`src/rtl/ipod_audio_pkg.sv`:
```
// Shared definitions for the Simple iPod audio path: tone type, note
// frequencies, half-period helper and tone FSM state encoding.
package ipod_audio_pkg;

    typedef logic [2:0] tone_t;

    typedef enum logic {
        IDLE = 1'b0,
        RUN  = 1'b1
    } tone_state_e;

    localparam int unsigned NOTE_DO_HZ  = 523;
    localparam int unsigned NOTE_RE_HZ  = 587;
    localparam int unsigned NOTE_MI_HZ  = 659;
    localparam int unsigned NOTE_FA_HZ  = 698;
    localparam int unsigned NOTE_SOL_HZ = 783;
    localparam int unsigned NOTE_LA_HZ  = 880;
    localparam int unsigned NOTE_SI_HZ  = 987;
    localparam int unsigned NOTE_DO2_HZ = 1046;

    function automatic int unsigned note_hz(input tone_t tone);
        int unsigned hz;
        case (tone)
            3'd0:    hz = NOTE_DO_HZ;
            3'd1:    hz = NOTE_RE_HZ;
            3'd2:    hz = NOTE_MI_HZ;
            3'd3:    hz = NOTE_FA_HZ;
            3'd4:    hz = NOTE_SOL_HZ;
            3'd5:    hz = NOTE_LA_HZ;
            3'd6:    hz = NOTE_SI_HZ;
            default: hz = NOTE_DO2_HZ;
        endcase
        return hz;
    endfunction

    // Half a square-wave period in clock cycles, truncated to 16 bits.
    function automatic logic [15:0] half_period(input tone_t tone, input int unsigned clk_hz);
        int unsigned cycles;
        cycles = clk_hz / (2 * note_hz(tone));
        return cycles[15:0];
    endfunction

endpackage

```
`src/rtl/tone_generator_if.sv`:
```
// Sample handshake bundle between the tone generator and the codec side.
interface tone_generator_if;

    logic [7:0] sample_data;
    logic       sample_valid;
    logic       sample_ready;
    logic       overrun;

    modport master (
        output sample_data,
        output sample_valid,
        output overrun,
        input  sample_ready
    );

    modport slave (
        input  sample_data,
        input  sample_valid,
        input  overrun,
        output sample_ready
    );

endinterface

```
`src/rtl/tone_generator_sample_handshake.sv`:
```
// Sample-rate divider, strobe capture of the audio level, valid/ready
// holding register and sticky overrun flag.
module sample_handshake #(
    parameter int unsigned CLK_HZ    = 50_000_000,
    parameter int unsigned SAMPLE_HZ = 22_050
) (
    input  logic       clk,
    input  logic       reset_n,
    input  logic [7:0] audio_data,
    input  logic       sample_ready,
    output logic [7:0] sample_data,
    output logic       sample_valid,
    output logic       overrun
);

    localparam int unsigned DIVIDER = CLK_HZ / SAMPLE_HZ;
    localparam int          DIV_W   = (DIVIDER > 1) ? $clog2(DIVIDER) : 1;
    localparam logic [DIV_W-1:0] DIV_LAST = DIV_W'(DIVIDER - 1);

    logic [DIV_W-1:0] div_q, div_d;
    logic             strobe;
    logic [7:0]       data_q, data_d;
    logic             valid_q, valid_d;
    logic             overrun_q, overrun_d;

    always_comb begin
        strobe = (div_q == DIV_LAST);
        div_d  = strobe ? '0 : div_q + DIV_W'(1);
    end

    // A strobe wins over an acceptance in the same cycle, so valid stays up with fresh data.
    always_comb begin
        data_d    = data_q;
        valid_d   = valid_q;
        overrun_d = overrun_q;
        if (strobe) begin
            data_d  = audio_data;
            valid_d = 1'b1;
            if (valid_q && !sample_ready) begin
                overrun_d = 1'b1;
            end
        end else if (valid_q && sample_ready) begin
            valid_d = 1'b0;
        end
    end

    always_ff @(posedge clk or negedge reset_n) begin
        if (!reset_n) begin
            div_q     <= '0;
            data_q    <= 8'h00;
            valid_q   <= 1'b0;
            overrun_q <= 1'b0;
        end else begin
            div_q     <= div_d;
            data_q    <= data_d;
            valid_q   <= valid_d;
            overrun_q <= overrun_d;
        end
    end

    assign sample_data  = data_q;
    assign sample_valid = valid_q;
    assign overrun      = overrun_q;

endmodule

```
`src/rtl/tone_generator.sv`:
```
// Square-wave note generator with sampled output handshake.
// Define TONE_SYNC_EN to pass the switches through a two-flop synchronizer.
module tone_generator
    import ipod_audio_pkg::*;
#(
    parameter int unsigned CLK_HZ    = 50_000_000,
    parameter int unsigned SAMPLE_HZ = 22_050,
    parameter logic [7:0]  AMPLITUDE = 8'h40
) (
    input  logic             clk,
    input  logic             reset_n,
    input  logic [7:0]       SW,
    output logic [7:0]       audio_data,
    tone_generator_if.master sample_if
);

    localparam logic [7:0] NEG_AMPLITUDE = ~AMPLITUDE + 8'd1;

    logic [3:0] sw_use;
    logic       unused_sw;

    assign unused_sw = ^SW[7:4];

`ifdef TONE_SYNC_EN
    logic [3:0] sw_meta_q, sw_meta_d;
    logic [3:0] sw_sync_q, sw_sync_d;

    always_comb begin
        sw_meta_d = SW[3:0];
        sw_sync_d = sw_meta_q;
    end

    always_ff @(posedge clk or negedge reset_n) begin
        if (!reset_n) begin
            sw_meta_q <= 4'h0;
            sw_sync_q <= 4'h0;
        end else begin
            sw_meta_q <= sw_meta_d;
            sw_sync_q <= sw_sync_d;
        end
    end

    assign sw_use = sw_sync_q;
`else
    assign sw_use = SW[3:0];
`endif

    logic  enable;
    tone_t tone_sel;

    assign enable   = sw_use[0];
    assign tone_sel = tone_t'(sw_use[3:1]);

    logic [15:0] half_table [8];

    for (genvar g = 0; g < 8; g++) begin : g_half
        assign half_table[g] = half_period(tone_t'(g), CLK_HZ);
    end

    tone_state_e state_q, state_d;
    logic [15:0] count_q, count_d;
    logic [15:0] half_q, half_d;
    logic        phase_q, phase_d;
    logic [7:0]  audio_q, audio_d;

    // The active half-period only reloads at a boundary, so a tone change never shortens a half.
    always_comb begin
        state_d = state_q;
        count_d = count_q;
        half_d  = half_q;
        phase_d = phase_q;
        audio_d = audio_q;
        case (state_q)
            IDLE: begin
                count_d = 16'd0;
                phase_d = 1'b1;
                audio_d = 8'h00;
                if (enable) begin
                    state_d = RUN;
                    half_d  = half_table[tone_sel];
                    audio_d = AMPLITUDE;
                end
            end
            RUN: begin
                if (!enable) begin
                    state_d = IDLE;
                    count_d = 16'd0;
                    phase_d = 1'b1;
                    audio_d = 8'h00;
                end else if (count_q == half_q - 16'd1) begin
                    count_d = 16'd0;
                    phase_d = !phase_q;
                    half_d  = half_table[tone_sel];
                    audio_d = phase_q ? NEG_AMPLITUDE : AMPLITUDE;
                end else begin
                    count_d = count_q + 16'd1;
                    audio_d = phase_q ? AMPLITUDE : NEG_AMPLITUDE;
                end
            end
            default: begin
                state_d = IDLE;
            end
        endcase
    end

    always_ff @(posedge clk or negedge reset_n) begin
        if (!reset_n) begin
            state_q <= IDLE;
            count_q <= 16'd0;
            half_q  <= 16'd0;
            phase_q <= 1'b1;
            audio_q <= 8'h00;
        end else begin
            state_q <= state_d;
            count_q <= count_d;
            half_q  <= half_d;
            phase_q <= phase_d;
            audio_q <= audio_d;
        end
    end

    assign audio_data = audio_q;

    sample_handshake #(
        .CLK_HZ    (CLK_HZ),
        .SAMPLE_HZ (SAMPLE_HZ)
    ) u_handshake (
        .clk          (clk),
        .reset_n      (reset_n),
        .audio_data   (audio_q),
        .sample_ready (sample_if.sample_ready),
        .sample_data  (sample_if.sample_data),
        .sample_valid (sample_if.sample_valid),
        .overrun      (sample_if.overrun)
    );

endmodule

```
`src/flat_wrapper.sv`:
```
// flat-port wrapper written by rule: the top's interface ports become plain ports
module tone_generator_flat import ipod_audio_pkg::*;
#(
    parameter int unsigned CLK_HZ    = 50_000_000,
    parameter int unsigned SAMPLE_HZ = 22_050,
    parameter logic [7:0]  AMPLITUDE = 8'h40
)
  (clk, reset_n, SW, audio_data, sample_if_sample_data, sample_if_sample_valid, sample_if_overrun, sample_if_sample_ready);
  tone_generator_if sample_if_i ();
  input  logic clk;
  input  logic reset_n;
  input  logic [7:0] SW;
  output logic [7:0] audio_data;
  output wire logic [$bits(sample_if_i.sample_data)-1:0] sample_if_sample_data;
  output wire logic [$bits(sample_if_i.sample_valid)-1:0] sample_if_sample_valid;
  output wire logic [$bits(sample_if_i.overrun)-1:0] sample_if_overrun;
  input wire logic [$bits(sample_if_i.sample_ready)-1:0] sample_if_sample_ready;
  assign sample_if_sample_data = sample_if_i.sample_data;
  assign sample_if_sample_valid = sample_if_i.sample_valid;
  assign sample_if_overrun = sample_if_i.overrun;
  assign sample_if_i.sample_ready = sample_if_sample_ready;
  tone_generator #(.CLK_HZ(CLK_HZ), .SAMPLE_HZ(SAMPLE_HZ), .AMPLITUDE(AMPLITUDE)) u_core (.clk(clk), .reset_n(reset_n), .SW(SW), .audio_data(audio_data), .sample_if(sample_if_i));
endmodule
```
`config.mk`:
```
export PLATFORM = sky130hd
export DESIGN_NAME = tone_generator_flat
export DESIGN_NICKNAME = d
export VERILOG_FILES = /design/src/rtl/ipod_audio_pkg.sv /design/src/rtl/tone_generator_if.sv /design/src/rtl/tone_generator_sample_handshake.sv /design/src/rtl/tone_generator.sv /design/src/flat_wrapper.sv
export SDC_FILE = /design/constraint.sdc
export NUM_CORES = 1
export LEC_CHECK = 0
export BUFFER_PORTS_ARGS = -buffer_cell sky130_fd_sc_hd__buf_2
export CAP_MARGIN = 20
export CORE_ASPECT_RATIO = 0.75
export CORE_UTILIZATION = 54
export DETAILED_ROUTE_END_ITERATION = 7
export GPL_TIMING_DRIVEN = 0
export HOLD_SLACK_MARGIN = 0.05
export MAX_ROUTING_LAYER = met4
export PLACE_DENSITY = 0.83
export SLEW_MARGIN = 20
export SYNTH_ARGS = -nofsm -noshare
export SYNTH_HDL_FRONTEND = slang
export SYNTH_HIERARCHICAL = 1
export SYNTH_SLANG_ARGS = --single-unit
export TNS_END_PERCENT = 20
```
`constraint.sdc`:
```
create_clock -name clk -period 2.8 [get_ports clk]
set_input_delay 0.28 -clock clk [delete_from_list [all_inputs] [get_ports clk]]
set_output_delay 0.28 -clock clk [all_outputs]
set_load 0.02 [all_outputs]
```
== Yosys cells after proc, flatten, opt, wreduce, memory -nomap -nowiden ==
Memories as Yosys holds them, arrays and structs flattened.
Cells that the tools add are included.

* Register bits: 64
* Latch bits: 0
* Memories: 1
* Bits of input ports: 11
* Logic and storage cells: 51
* Memory bits (writable): 0
* Bits in read-only memories: 128

* Magnitude comparators: 1
* Reduce and logical (&&, ||, !) cells: 7
* Shift-type cells: 0
* $add $sub $neg: 3
* Bitwise logic cells: 2
* Equality and inequality tests: 6
* Div/mod/pow operators: 0
* Multiplexer cells: 22
* Multiply operators: 0

{| class="wikitable"
|+ Memory list
! memory !! depth !! width !! read ports !! clocked after memory_dff !! wr ports !! RTL line !! source
|-
| (name not given) || 8 || 16 || 1 || 0 || 0 || tone_generator.sv:93 || <nowiki>half_d = half_table[tone_sel];</nowiki>
|}

{| class="wikitable"
|+ Operators with widths
! cell !! count
|-
| $mux 16 || 7
|-
| $pmux 16 s2 || 2
|-
| $mux 8 || 4
|-
| $add 16x1->16 const B || 1
|-
| $eq 16x16->1 || 1
|-
| $pmux 8 s2 || 1
|-
| $sub 16x1->16 const B || 1
|-
| $add 12x1->12 const B || 1
|-
| $eq 12x12->1 const B || 1
|-
| $mux 12 || 1
|-
| $mux 7 || 1
|-
| $ne 2x2->1 const B || 3
|-
| $mux 1 || 5
|-
| $ge 4x4->1 const B || 1
|-
| $not 3->4 || 1
|-
| $ne 3x3->1 const B || 1
|-
| $reduce_and 3->1 || 1
|-
| $logic_and 1x1->1 || 2
|-
| $logic_not 1->1 || 2
|-
| $pmux 1 s2 || 1
|-
| $reduce_and 2->1 || 1
|-
| $reduce_bool 2->1 || 1
|-
| $not 1->1 || 1
|}

== Logic depth before layout (Yosys ltp) ==
Gate-level depths: netlist of run 1.

* Depth in word-level cells: 7
* Depth in mapped cells: 11
* Mapped depth without buffers: 9

== By module ==
The synthesis of run 1 kept the hierarchy.

{| class="wikitable"
|+ Modules (own cells, without submodules)
! module !! times used !! seq. area each (um2) !! area an instance (um2) !! cells each
|-
| tone_generator || 1 || 852.1 || 2255.9 || 232
|-
| sample_handshake || 1 || 550.5 || 939.7 || 78
|}

== Worst setup path before layout of run 1 ==
Ideal clock, no wire load.

* Path type: reg2reg
* Start point: register u_core.half_q[0]
* End point: register u_core.half_q[0]
* Stages on the path, launching flop included: 12
* Path slack: 0.052 ns
* Data required time: 2.673 ns
* Clock period less this slack: 2.748 ns
* Arrival time: 2.620 ns
* Cells stage by stage: dfrtp_1 -> buf_6 -> inv_1 -> ha_1 -> or3b_1 -> o31a_1 -> nor4b_1 -> a311o_2 -> nand4_2 -> mux2i_4 -> buf_6 -> mux2_1

* Cells in the longest elaborated chain, start to end: 4

{| class="wikitable"
|+ Ends and longest elaborated chain
! what !! RTL line !! source
|-
| start: declaration || tone_generator.sv:62 || <nowiki>logic [15:0] half_q, half_d;</nowiki>
|-
| start signal: assignment || tone_generator.sv:116 || <nowiki>half_q <= half_d;</nowiki>
|-
| $sub 16x1->16 || tone_generator.sv:90 || <nowiki>end else if (count_q == half_q - 16'd1) begin</nowiki>
|-
| $eq 16x16->1 || tone_generator.sv:90 ||
|-
| $ne 2x2->1 (no line) || n/a ||
|-
| $reduce_and 3->1 (no line) || n/a ||
|}

No other way between the ends.
A chain may end at the register's enable or synchronous reset.

== Final worst setup path of run 1 ==
* Start point: register u_core.half_q[2]
* End point: register u_core.half_q[9]

Same word-level chain as after synthesis.

==> metrics.md, run 1 <==
| Metric | Value |
|---|---|
| Clock Root Buffer | `clkbuf_8` |
| Violated checks | `negative setup slack` |
| Overall track demand over capacity in global routing | `0.228` |
| Sequential cell area fraction in the yosys report | `0.439` |
| Final wirelength | `about 6.6 mm` |
| Clk_skew | `0.00837 ns` |
| Per-instance average area after synthesis | `10.3 sq um` |
| Endpoints failing hold | `0` |
| Max IR drop VDD | `0.000259 V` |
| Met2 usage in global routing | `0.364` |
| Longest individual stage delay on the worst path | `0.57 ns` |
| Overall die width | `between 90 and 100 um` |
| Post-route cell area | `3780 sq um` |
| Met3 Track Usage GR | `0.0515` |
| Number of cells after detailed placement | `414` |
| Actual transition at the worst max-transition pin | `0.695 ns` |
| Initial antenna violation count | `0` |
| Post-Route Setup TNS | `-0.784 ns` |
| Classification of the worst setup path | `register to register` |
| Total congestion overflow | `0` |
| HPWL reported at the end of detailed placement | `between 4 and 5 mm` |
| Main synth FF type | `dfrtp_1` |
| Global-route wire length before repair | `roughly 11 mm` |
| Port buffer count | `18` |
| Post-route worst setup slack | `-0.0874 ns` |
| Async set-or-reset flop fraction in the synthesized netlist | `1.00` |
| Area after detailed placement | `3420 sq um` |
| Setup Viol. Count Final | `12` |
| Post-Syn Instances | `310` |
| Pwr Density | `~460 nW/um^2` |
| Final min period | `2.89 ns` |
| Sink Count | `56` |
| Category of the worst setup path capture point | `register` |
| Top cells by area, synth | `dfrtp_1 (43%), xnor2_1 (6.0%), xor2_1 (5.8%)` |
| Share of cells above drive strength 1 | `0.262` |
| Crit path cell chain | `buf_6 > or4_4 > a211oi_2 > o22ai_2 > nor4_4 > nand4_4 > mux2i_4 > buf_6 > mux2_4` |
| Result of the run | `finished, violations left` |
| Worst-Skew Late Latency | `approximately 0.32 ns` |
| Count of flip-flops with a built-in enable after synthesis | `0` |
| Most numerous cell in the Yosys netlist | `dfrtp_1` |
| Distinct cell type count of the synthesized netlist | `57` |
| Largest net degree at the start of global routing | `57` |
| Clock input transition at the sequential cells of the worst setup and hold paths | `roughly 0.11 ns` |
| Syn. warnings | `6` |
| Kind of launch point of the worst setup path | `register` |
| Row count | `23` |
| Maximum frequency from static timing analysis | `346 MHz` |
| Class of the worst hold path | `input port to register` |
| Most numerous cell on the critical path | `buf_6` |
| Leakage power figure | `1.72 nW` |
| Arrival time of data at the critical path endpoint | `3.10 ns` |
| Filler Cell Count | `412` |
| Number of buffers on the longest clock path | `2` |
| Die Ht | `roughly 69 um` |
| Setup repair after global routing missed its margin | `true` |
| Number of nets at the end of the flow | `379` |
| Detailed-route via count | `2394` |
| Post-synthesis to final-layout area growth | `18.2%` |
| Relative slew slack | `0.537` |
| Max Slew Vio Count | `0` |
| Antenna Nets Post-Route | `0` |
| Max Fanout on Critical Path | `5` |
| Full die area | `roughly 6200 sq um` |
| Cell taking the most area after synthesis | `dfrtp_1` |
| Share of the core filled with cells | `0.684` |
| Number of buffers and inverters on the critical path | `2` |
| Effective utilization at floorplan | `0.578` |
| Crit path max-delay family | `simple AND/OR/NAND/NOR gates` |
| Clock tree from TritonCTS | `yes` |
| Top cells by instance count after synthesis | `dfrtp_1 (55), nor2_1 (36), xnor2_1 (22), xor2_1 (21), nand2_1 (17)` |
| 1st-iter DRT viols | `177` |
| Via count of the first global-routing pass | `2265` |
| ANT cells | `0` |
| Placer's final routability congestion estimate | `about 0.88` |
| Drt drc | `0` |
| Vias per Instance | `5.52` |
| Count of boundary I/O pins | `29` |
| Number of search-and-repair iterations in the first detailed-routing pass | `4` |
| Combined area of all synthesized cells | `3200 sq um` |
| Met1 Usage GRT | `0.300` |
| Required time reported for the critical path endpoint | `just over 3 ns` |
| Average detailed-routed wire length per instance | `15.2 um` |
| Clock buffer count from CTS | `5` |
| Reported max-cap violation count | `0` |
| Number of cells in the finished layout apart from fillers | `434` |
| Crit path max-delay cell type | `or4_4` |
| Most used routing layer in global routing | `met2` |
| Share of the cycle needed by the critical path after routing | `1.03` |
| Count of H-tree levels built during CTS | `2` |
| Core region area | `5530 sq um` |
| Area share of the leading cell type in the synthesized netlist | `0.431` |
| FF+latch count, synth | `56` |
-- worst register-to-register path, cell delays in order (launching register included) --
cell and delay (ns):
dfrtp_2 0.46, buf_6 0.13, or4_4 0.57, a211oi_2 0.21, o22ai_2 0.12, nor4_4 0.33, nand4_4 0.19, mux2i_4 0.28
buf_6 0.18, mux2_4 0.31
-- per-layer routing --
metal	share of wire	wire, um
met5	0	0
met3	0.037	245
met4	0.0070	46
met1	0.50	3290
met2	0.46	3030
-- final cells by class --
cell class	instances	area (sq um)	share of cell area
buffer	13	91.3	0.0242
tap	75	93.8	0.0248
clock buffer	5	68.8	0.0182
inverter	13	51.3	0.0136
clock inverter	3	26.3	0.00696
sequential	56	1410	0.372
multi-input combinational	238	1830	0.484
timing repair buffer	31	211	0.0560
-- logic make-up after synthesis --
group                      after synthesis  share of synthesized area
other                                    1                    0.00117
buffers and inverters                   27                     0.0454
and+or+nand+nor                        114                      0.190
DFF                                     56                      0.439
adders and majority gates               10                     0.0392
AOI/OAI and AO/OA                       31                     0.0677
xor gates and xnor gates                43                      0.118
muxes                                   28                     0.0995
-- registers in the layout, indices dropped and copies added, names as in the netlist --
register,cells
u_core/audio_data,2
u_core/count_q,16
u_core/half_q,15
u_core/phase_q,1
u_core/u_handshake/div_q,12
u_core/u_handshake/overrun,1
u_core/u_handshake/sample_data,8
u_core/u_handshake/sample_valid,1
-- final timing paths --
kind,depth (start not counted),end,slack [ns],start
setup / recovery,9,u_core/half_q[9]$_DFFE_PN0P_,-0.09,u_core/half_q[2]$_DFFE_PN0P_
hold / removal,1,u_core/audio_data[6]$_DFF_PN0_,0.15,SW[0]
setup reg to reg,9,u_core/half_q[9]$_DFFE_PN0P_,-0.09,u_core/half_q[2]$_DFFE_PN0P_
hold reg to reg,1,u_core/u_handshake/overrun$_DFFE_PN0P_,0.48,u_core/u_handshake/overrun$_DFFE_PN0P_
max in group asynchronous,2,u_core/half_q[0]$_DFFE_PN0P_,1.78,reset_n
min in group asynchronous,2,u_core/half_q[13]$_DFFE_PN0P_,0.52,reset_n
-- layout by cell type (no fill, tap or decap), types with 7 or more instances in the layout --
cell	synthesis	routed
dfrtp_1	55	53
nor2_1	36	36
xnor2_1	22	22
xor2_1	21	21
buf_2	2	18
nand2_1	17	17
buf_4	7	15
nand3_1	15	15
conb_1	1	12
inv_1	13	11
mux2_4	0	11
mux2_2	13	9
ha_1	10	9
nor3_1	9	8
a21oi_1	8	8
buf_6	2	7
mux2i_1	7	7
-- per-stage QoR --
step / setup slack, ns / hold WS (ns) / total power, mW
3_5_place_dp: -0.426 / 0.373 / 1.19
5_1_grt: -0.144 / 0.147 / 1.83
3_3_place_gp: -0.354 / 0.459 / 1.17
6_report: -0.0874 / 0.153 / 1.75
2_1_floorplan: 0.0522 / -0.0156 / 1.11
4_1_cts: -0.0753 / 0.151 / 1.73
-- timing repair --
action | 4_1_cts | 5_1_grt
gates cloned | 1 | 0
gates resized for setup | 29 | 10
pin swaps | 4 | 5
hold endpoints to repair | 55 | 0
setup endpoints to repair | 31 | 24
hold buffers | 1 | 0
setup buffers | 9 | 2
-- where the power goes --
part           internal, mW  total [mW]  switching, mW  leakage, nW
logic                 0.188       0.379          0.191        0.968
registers             0.849       0.908         0.0588        0.704
clock network         0.183       0.466          0.283       0.0487
Note: power is estimated with default switching activity, not from simulation.
==> run 2: changes to the inputs <==
--- a/config.mk
+++ b/config.mk
@@ -14,6 +14,7 @@
 export HOLD_SLACK_MARGIN = 0.05
 export MAX_ROUTING_LAYER = met4
 export PLACE_DENSITY = 0.83
+export SETUP_SLACK_MARGIN = 0.1
 export SLEW_MARGIN = 20
 export SYNTH_ARGS = -nofsm -noshare
 export SYNTH_HDL_FRONTEND = slang
==> run 2 against run 1 <==
The flow still finishes with violations (negative setup slack). Wire length is 3.0% higher. Critical path depth grew 2. Cell area grew 0.99%. Non-clock buffer count rose by 2. Largest cell class unchanged. Global-route usage increased by 0.43 points. Sequential cell count stayed put. Register-to-register slack about the same.
==> metrics.md, run 2 (synthesized netlist as in run 1, its figures left out) <==
| Metric | Value |
|---|---|
| Result of the run | `finished, violations left` |
| Violated checks | `negative setup slack` |
| Top register by number of flip-flops | `u_core/count_q` |
| Detailed-route via count | `2424 (+1.3%)` |
| Share of total power in combinational logic | `0.218 (+0.002)` |
| Final min period | `2.88 ns (-0.0110 ns)` |
| Filler Cell Count | `407 (-1.2%)` |
| Pwr Density | `459 nW/um^2 (-1.0%)` |
| Most numerous cell on the critical path | `buf_6` |
| Post-route worst setup slack | `-0.0764 ns (+0.0110 ns)` |
| Largest net degree at the start of global routing | `57 (unchanged)` |
| Number of search-and-repair iterations in the first detailed-routing pass | `5 (+1)` |
| Top flop regs | `u_core/count_q x16, u_core/half_q x15, u_core/u_handshake/div_q x12` |
| Placer's final routability congestion estimate | `0.770 (-13%)` |
| Port buffer count | `18 (unchanged)` |
| Count of H-tree levels built during CTS | `2 (unchanged)` |
| Drt drc | `0 (unchanged)` |
| Reported max-cap violation count | `0 (unchanged)` |
| Clock input transition at the sequential cells of the worst setup and hold paths | `0.11 ns (about the same)` |
| Endpoints failing hold | `0 (unchanged)` |
| Row count | `23 (unchanged)` |
| Max FFs per register | `16 (unchanged)` |
| Maximum frequency from static timing analysis | `348 MHz (+0.38%)` |
| Setup repair after global routing missed its margin | `true` |
| Total congestion overflow | `0 (unchanged)` |
| Count of boundary I/O pins | `29 (unchanged)` |
| Number of buffers and inverters on the critical path | `4 (+2)` |
| Leading cell types in the layout, fill and taps excluded | `dfrtp_1 (53), nor2_1 (36), xnor2_1 (22), xor2_1 (21), buf_2 (18)` |
| Die Ht | `68.6 um (unchanged)` |
| Leakage power figure | `1.74 nW (+0.99%)` |
| Number of nets at the end of the flow | `381 (+0.53%)` |
| Design internal power | `1.22 mW (-0.29%)` |
| Clock Root Buffer | `clkbuf_8` |
| Overall track demand over capacity in global routing | `0.232 (+0.00428)` |
| Clock group share of total power | `0.265 (about the same)` |
| Most common cell after layout, fill and taps aside | `dfrtp_1` |
| Antenna Nets Post-Route | `0 (unchanged)` |
| Initial antenna violation count | `0 (unchanged)` |
| HPWL reported at the end of detailed placement | `4.50 mm (-0.54%)` |
| Crit path max-delay cell type | `a311o_2` |
| Final wirelength | `6.81 mm (+3.0%)` |
| Clk_skew | `0.0166 ns (+0.00824 ns)` |
| Clock buffer count from CTS | `5 (unchanged)` |
| Setup Viol. Count Final | `11 (-1)` |
| Vias per Instance | `5.56 (+0.79%)` |
| Fraction of power spent switching nets | `0.305 (+0.00162)` |
| Worst-Skew Late Latency | `0.32 ns (about the same)` |
| Required time reported for the critical path endpoint | `3.00 ns (-0.02 ns)` |
| Core region area | `5530 sq um (unchanged)` |
| Class of the worst hold path | `input port to register` |
| Relative slew slack | `0.534 (-0.00255)` |
| Overall die width | `90.8 um (unchanged)` |
| Clock tree from TritonCTS | `yes` |
| ANT cells | `0 (unchanged)` |
| Kind of launch point of the worst setup path | `register` |
| Longest individual stage delay on the worst path | `0.45 ns (-0.12 ns)` |
| Global-route wire length before repair | `10.7 mm (+1.5%)` |
| Classification of the worst setup path | `register to register` |
| Post-Route Setup TNS | `-0.615 ns (+0.169 ns)` |
| Sequential Power Share | `0.517 (about the same)` |
| Crit path max-delay family | `compound AO/OA/AOI/OAI gates` |
| Category of the worst setup path capture point | `register` |
| Number of buffers on the longest clock path | `2 (unchanged)` |
| Actual transition at the worst max-transition pin | `0.698 ns (+0.00382 ns)` |
| Sink Count | `56 (unchanged)` |
| Average detailed-routed wire length per instance | `15.6 um (+2.5%)` |
| Max IR drop VDD | `0.000237 V (-8.4%)` |
| Max Slew Vio Count | `0 (unchanged)` |
| Switching Power | `0.535 mW (+0.47%)` |
| Via count of the first global-routing pass | `2206 (-2.6%)` |
| Crit path cell chain | `buf_6 > inv_4 > ha_4 > or3b_4 > o31a_1 > a311o_2 > nand4_4 > mux2i_4 > buf_6 > buf_8 > mux2_4` |
| Effective utilization at floorplan | `0.578 (unchanged)` |
| 1st-iter DRT viols | `177 (unchanged)` |
| Hold Worst Slack | `0.157 ns (+0.00354 ns)` |
| Full die area | `6230 sq um (unchanged)` |
| Post-synthesis to final-layout area growth | `19.4%` |
| Arrival time of data at the critical path endpoint | `3.08 ns (-0.02 ns)` |
| Share of cells above drive strength 1 | `0.266 (+0.00409)` |
| Max Fanout on Critical Path | `5 (unchanged)` |
| Post-route total power | `1.75 mW (about the same)` |
| Share of the cycle needed by the critical path after routing | `1.03 (-0.00392)` |
## run 2: cell types whose count changed in the layout (fill, tap and decap cells not counted), sizes merged
cell	delta
buf	+2
clkinv	-2
clkinvlp	+1
inv	+1
## run 2: power groups by stage
| stage | Clock, mW | Combinational (mW) | Sequential (mW) |
|---|---|---|---|
| global placement | 0 | 0.295 | 0.911 |
| CTS | 0.482 | 0.361 | 0.899 |
| floorplan | 0 | 0.235 | 0.906 |
| finish | 0.465 | 0.382 | 0.905 |
| detailed placement | 0 | 0.314 | 0.911 |
| global route | 0.516 | 0.409 | 0.909 |
## run 2: per-layer routing
| metal | global-route usage | part of all wire | vias up |
|---|---|---|---|
| met5 | - | 0 | - |
| met4 | 0.0675 | 0.015 | 0 |
| met3 | 0.0450 | 0.063 | 15 |
| met2 | 0.345 | 0.44 | 85 |
| met1 | 0.327 | 0.48 | 1165 |
| li1 | - | - | 1159 |
## run 2: area by class of cell
type | count | area (sq um) | share of cell area
inverter | 13 | 51.3 | 0.0134
sequential | 56 | 1410 | 0.368
clock inverter | 3 | 25.0 | 0.00656
clock buffer | 5 | 68.8 | 0.0180
timing repair buffer | 32 | 235 | 0.0617
tap | 75 | 93.8 | 0.0246
buffer | 14 | 106 | 0.0279
multi-input combinational | 238 | 1830 | 0.480
## run 2: repair_timing
item | in CTS | in global routing
hold buffers | 1 | 0
hold endpoints to repair | 55 | 0
setup buffers | 10 | 2
endpoints found under the setup margin | 31 | 31
pin swaps | 4 | 3
gates resized for setup | 18 | 7
cloned | 1 | 0
## run 2: worst paths after layout
| check | depth (start not counted) | startpoint | endpoint | slack (ns) |
|---|---|---|---|---|
| max | 11 | u_core/half_q[0]$_DFFE_PN0P_ | u_core/half_q[0]$_DFFE_PN0P_ | -0.08 |
| min | 1 | SW[0] | u_core/audio_data[6]$_DFF_PN0_ | 0.16 |
| max reg2reg | 11 | u_core/half_q[0]$_DFFE_PN0P_ | u_core/half_q[0]$_DFFE_PN0P_ | -0.08 |
| min reg2reg | 1 | u_core/u_handshake/div_q[0]$_DFF_PN0_ | u_core/u_handshake/div_q[0]$_DFF_PN0_ | 0.49 |
| max in group asynchronous | 2 | reset_n | u_core/half_q[3]$_DFFE_PN0P_ | 1.75 |
| min in group asynchronous | 2 | reset_n | u_core/u_handshake/sample_data[3]$_DFFE_PN0N_ | 0.55 |
## run 2: stage by stage
stage / util / cell area [sq um] / instances / setup slack [ns]
after global routing: 0.690 / 3810 / 436 / -0.163
after CTS: 0.681 / 3760 / 434 / -0.0422
after floorplan: - / 3290 / 321 / 0.0752
final: 0.690 / 3810 / 436 / -0.0764
after detailed placement: 0.630 / 3480 / 414 / -0.271
after global placement: 0.629 / 3480 / 414 / -0.145
==> run 3: changes to the inputs <==
--- a/config.mk
+++ b/config.mk
@@ -14,6 +14,7 @@
 export HOLD_SLACK_MARGIN = 0.05
 export MAX_ROUTING_LAYER = met4
 export PLACE_DENSITY = 0.83
+export REMOVE_ABC_BUFFERS = 1
 export SETUP_SLACK_MARGIN = 0.1
 export SLEW_MARGIN = 20
 export SYNTH_ARGS = -nofsm -noshare
==> run 3 against run 2 <==
Cell count decreased by 1.6%. The run now ends clean. Largest power group unchanged. Clock power shrank 7.3%. Sequential power is 2% higher.
==> metrics.md, run 3 (synthesized netlist as in run 1, its figures left out) <==
| Metric | Value |
|---|---|
| Number of search-and-repair iterations in the first detailed-routing pass | `5 (unchanged)` |
| Effective utilization at floorplan | `0.578 (unchanged)` |
| Total congestion overflow | `0 (unchanged)` |
| Share of the cycle needed by the critical path after routing | `0.963 (-0.0640)` |
| Area after detailed placement | `3330 sq um (-4.4%)` |
| 1st-iter DRT viols | `280 (+58%)` |
| Full die area | `6230 sq um (unchanged)` |
| Setup Viol. Count Final | `0 (-11)` |
| Count of boundary I/O pins | `29 (unchanged)` |
| Leakage power figure | `1.70 nW (-2.0%)` |
| Clock Root Buffer | `clkbuf_8` |
| Detailed-route via count | `2451 (+1.1%)` |
| Sink Count | `56 (unchanged)` |
| Setup repair after global routing missed its margin | `true` |
| Class of the worst hold path | `input port to register` |
| Pwr Density | `458 nW/um^2 (-0.16%)` |
| Die Ht | `68.6 um (unchanged)` |
| Core region area | `5530 sq um (unchanged)` |
| Share of cells above drive strength 1 | `0.274 (+0.00808)` |
| Max IR drop VDD | `0.000394 V (+66%)` |
| Count of H-tree levels built during CTS | `2 (unchanged)` |
| Endpoints failing hold | `0 (unchanged)` |
| HPWL reported at the end of detailed placement | `4.48 mm (-0.49%)` |
| Classification of the worst setup path | `register to register` |
| Result of the run | `completed` |
| Final min period | `2.70 ns (-0.179 ns)` |
| Post-route cell area | `3780 sq um (-0.85%)` |
| Number of nets at the end of the flow | `374 (-1.8%)` |
| Clock input transition at the sequential cells of the worst setup and hold paths | `0.10 ns (about the same)` |
| Worst-Skew Late Latency | `0.31 ns (about the same)` |
| Kind of launch point of the worst setup path | `register` |
| Overall track demand over capacity in global routing | `0.244 (+0.0115)` |
| Number of buffers on the longest clock path | `2 (unchanged)` |
| Clock tree from TritonCTS | `yes` |
| Max FFs per register | `16 (unchanged)` |
| Top flop regs | `u_core/count_q x16, u_core/half_q x15, u_core/u_handshake/div_q x12` |
| Post-synthesis to final-layout area growth | `18.4%` |
| Actual transition at the worst max-transition pin | `0.686 ns (-0.0129 ns)` |
| Clk_skew | `0.00986 ns (-0.00675 ns)` |
| Top register by number of flip-flops | `u_core/count_q` |
| Vias per Instance | `5.71 (+2.8%)` |
| Average detailed-routed wire length per instance | `16.5 um (+5.4%)` |
| Area of combinational cells with multiple inputs | `1870 sq um (+2.3%)` |
| Relative slew slack | `0.543 (+0.00858)` |
| Drt drc | `0 (unchanged)` |
| Clock buffer count from CTS | `5 (unchanged)` |
| Port buffer count | `18 (unchanged)` |
| Max Slew Vio Count | `0 (unchanged)` |
| Row count | `23 (unchanged)` |
| Reported max-cap violation count | `0 (unchanged)` |
| Overall die width | `90.8 um (unchanged)` |
| Antenna Nets Post-Route | `0 (unchanged)` |
| ANT cells | `0 (unchanged)` |
| Final wirelength | `7.06 mm (+3.7%)` |
| Via count of the first global-routing pass | `2276 (+3.2%)` |
| Required time reported for the critical path endpoint | `2.99 ns (about the same)` |
| Category of the worst setup path capture point | `register` |
| Initial antenna violation count | `0 (unchanged)` |
| Global-route wire length before repair | `11.3 mm (+5.3%)` |
| Filler Cell Count | `380 (-6.6%)` |
| Leading cell types in the layout, fill and taps excluded | `dfrtp_1 (51), nor2_1 (36), xor2_1 (21), xnor2_1 (20)` |
| FF+latch area | `1410 sq um (+0.18%)` |
| Placer's final routability congestion estimate | `0.850 (+10%)` |
| Max Fanout on Critical Path | `6 (+1)` |
| Largest net degree at the start of global routing | `57 (unchanged)` |
| Post-route total power | `1.73 mW (-1.0%)` |
| Most common cell after layout, fill and taps aside | `dfrtp_1` |
| Maximum frequency from static timing analysis | `371 MHz (+6.6%)` |
| Arrival time of data at the critical path endpoint | `2.89 ns (-0.19 ns)` |
[run 3: changes by cell type in the layout (fill, tap and decap cells not counted), sizes merged]
cell / before / now
buf: 42 / 38
inv: 15 / 13
clkbuf: 8 / 6
clkinv: 0 / 1
[run 3: final cells by class]
cell class	count	share of cell area
Inverter	13	0.0129
Sequential cell	56	0.372
Clock inverter	2	0.00331
Clock buffer	6	0.0192
Multi-Input combinational cell	238	0.495
Tap cell	75	0.0248
Timing Repair Buffer	39	0.0731
[run 3: per-stage QoR]
step | hold slack [ns] | cells | TNS (ns) | worst slack (ns) | util
after global routing | 0.176 | 429 | 0 | 0.0181 | 0.685
after floorplan | -0.0156 | 307 | 0 | 0.0131 | -
after global placement | 0.459 | 400 | -4.54 | -0.292 | 0.602
after CTS | 0.175 | 426 | 0 | 0.0386 | 0.673
final | 0.186 | 429 | 0 | 0.103 | 0.685
after detailed placement | 0.368 | 400 | -10.03 | -0.488 | 0.602
[run 3: worst paths after layout]
check                                                            start                                     end  slack [ns]  cells after the start
worst max-delay path                      u_core/half_q[0]$_DFFE_PN0P_            u_core/half_q[4]$_DFFE_PN0P_        0.10                     10
worst min-delay path                                             SW[0]          u_core/audio_data[6]$_DFF_PN0_        0.19                      1
worst max register to register            u_core/half_q[0]$_DFFE_PN0P_            u_core/half_q[4]$_DFFE_PN0P_        0.10                     10
worst min register to register  u_core/u_handshake/overrun$_DFFE_PN0P_  u_core/u_handshake/overrun$_DFFE_PN0P_        0.49                      1
max in group asynchronous                                      reset_n            u_core/half_q[5]$_DFFE_PN0P_        1.76                      2
min in group asynchronous                                      reset_n   u_core/u_handshake/div_q[2]$_DFF_PN0_        0.56                      2
[run 3: where the power goes]
| group | leakage [nW] | switching (mW) | internal, mW | total, mW |
|---|---|---|---|---|
| clock | 0.0412 | 0.255 | 0.176 | 0.431 |
| combinational | 0.960 | 0.194 | 0.187 | 0.381 |
| sequential | 0.703 | 0.0725 | 0.850 | 0.922 |
[run 3: what timing repair did]
action | CTS | global route
hold endpoints to repair | 55 | 0
hold buffers | 1 | 0
resized for setup | 30 | 12
endpoints found under the setup margin | 31 | 30
gates cloned | 1 | 0
setup buffers | 16 | 5
pin swaps | 8 | 10
[run 3: metal layers]
layer / up-vias / share of wire / routed length [um] / track usage
met1: 1205 / 0.45 / 3170 / 0.311
li1: 1139 / - / - / -
met2: 99 / 0.48 / 3400 / 0.402
met3: 8 / 0.058 / 406 / 0.0406
met5: - / 0 / 0 / -
met4: 0 / 0.011 / 79 / 0.0893
[run 3: critical path: stages (launching register included)]
cell and delay, ns:
dfrtp_2 0.45, buf_4 0.16, nor4_4 0.25, buf_4 0.18
nand4_1 0.21, mux2i_1 0.31, o21ai_0 0.17, a31oi_2 0.27
mux2i_4 0.12, buf_6 0.17, mux2_4 0.30
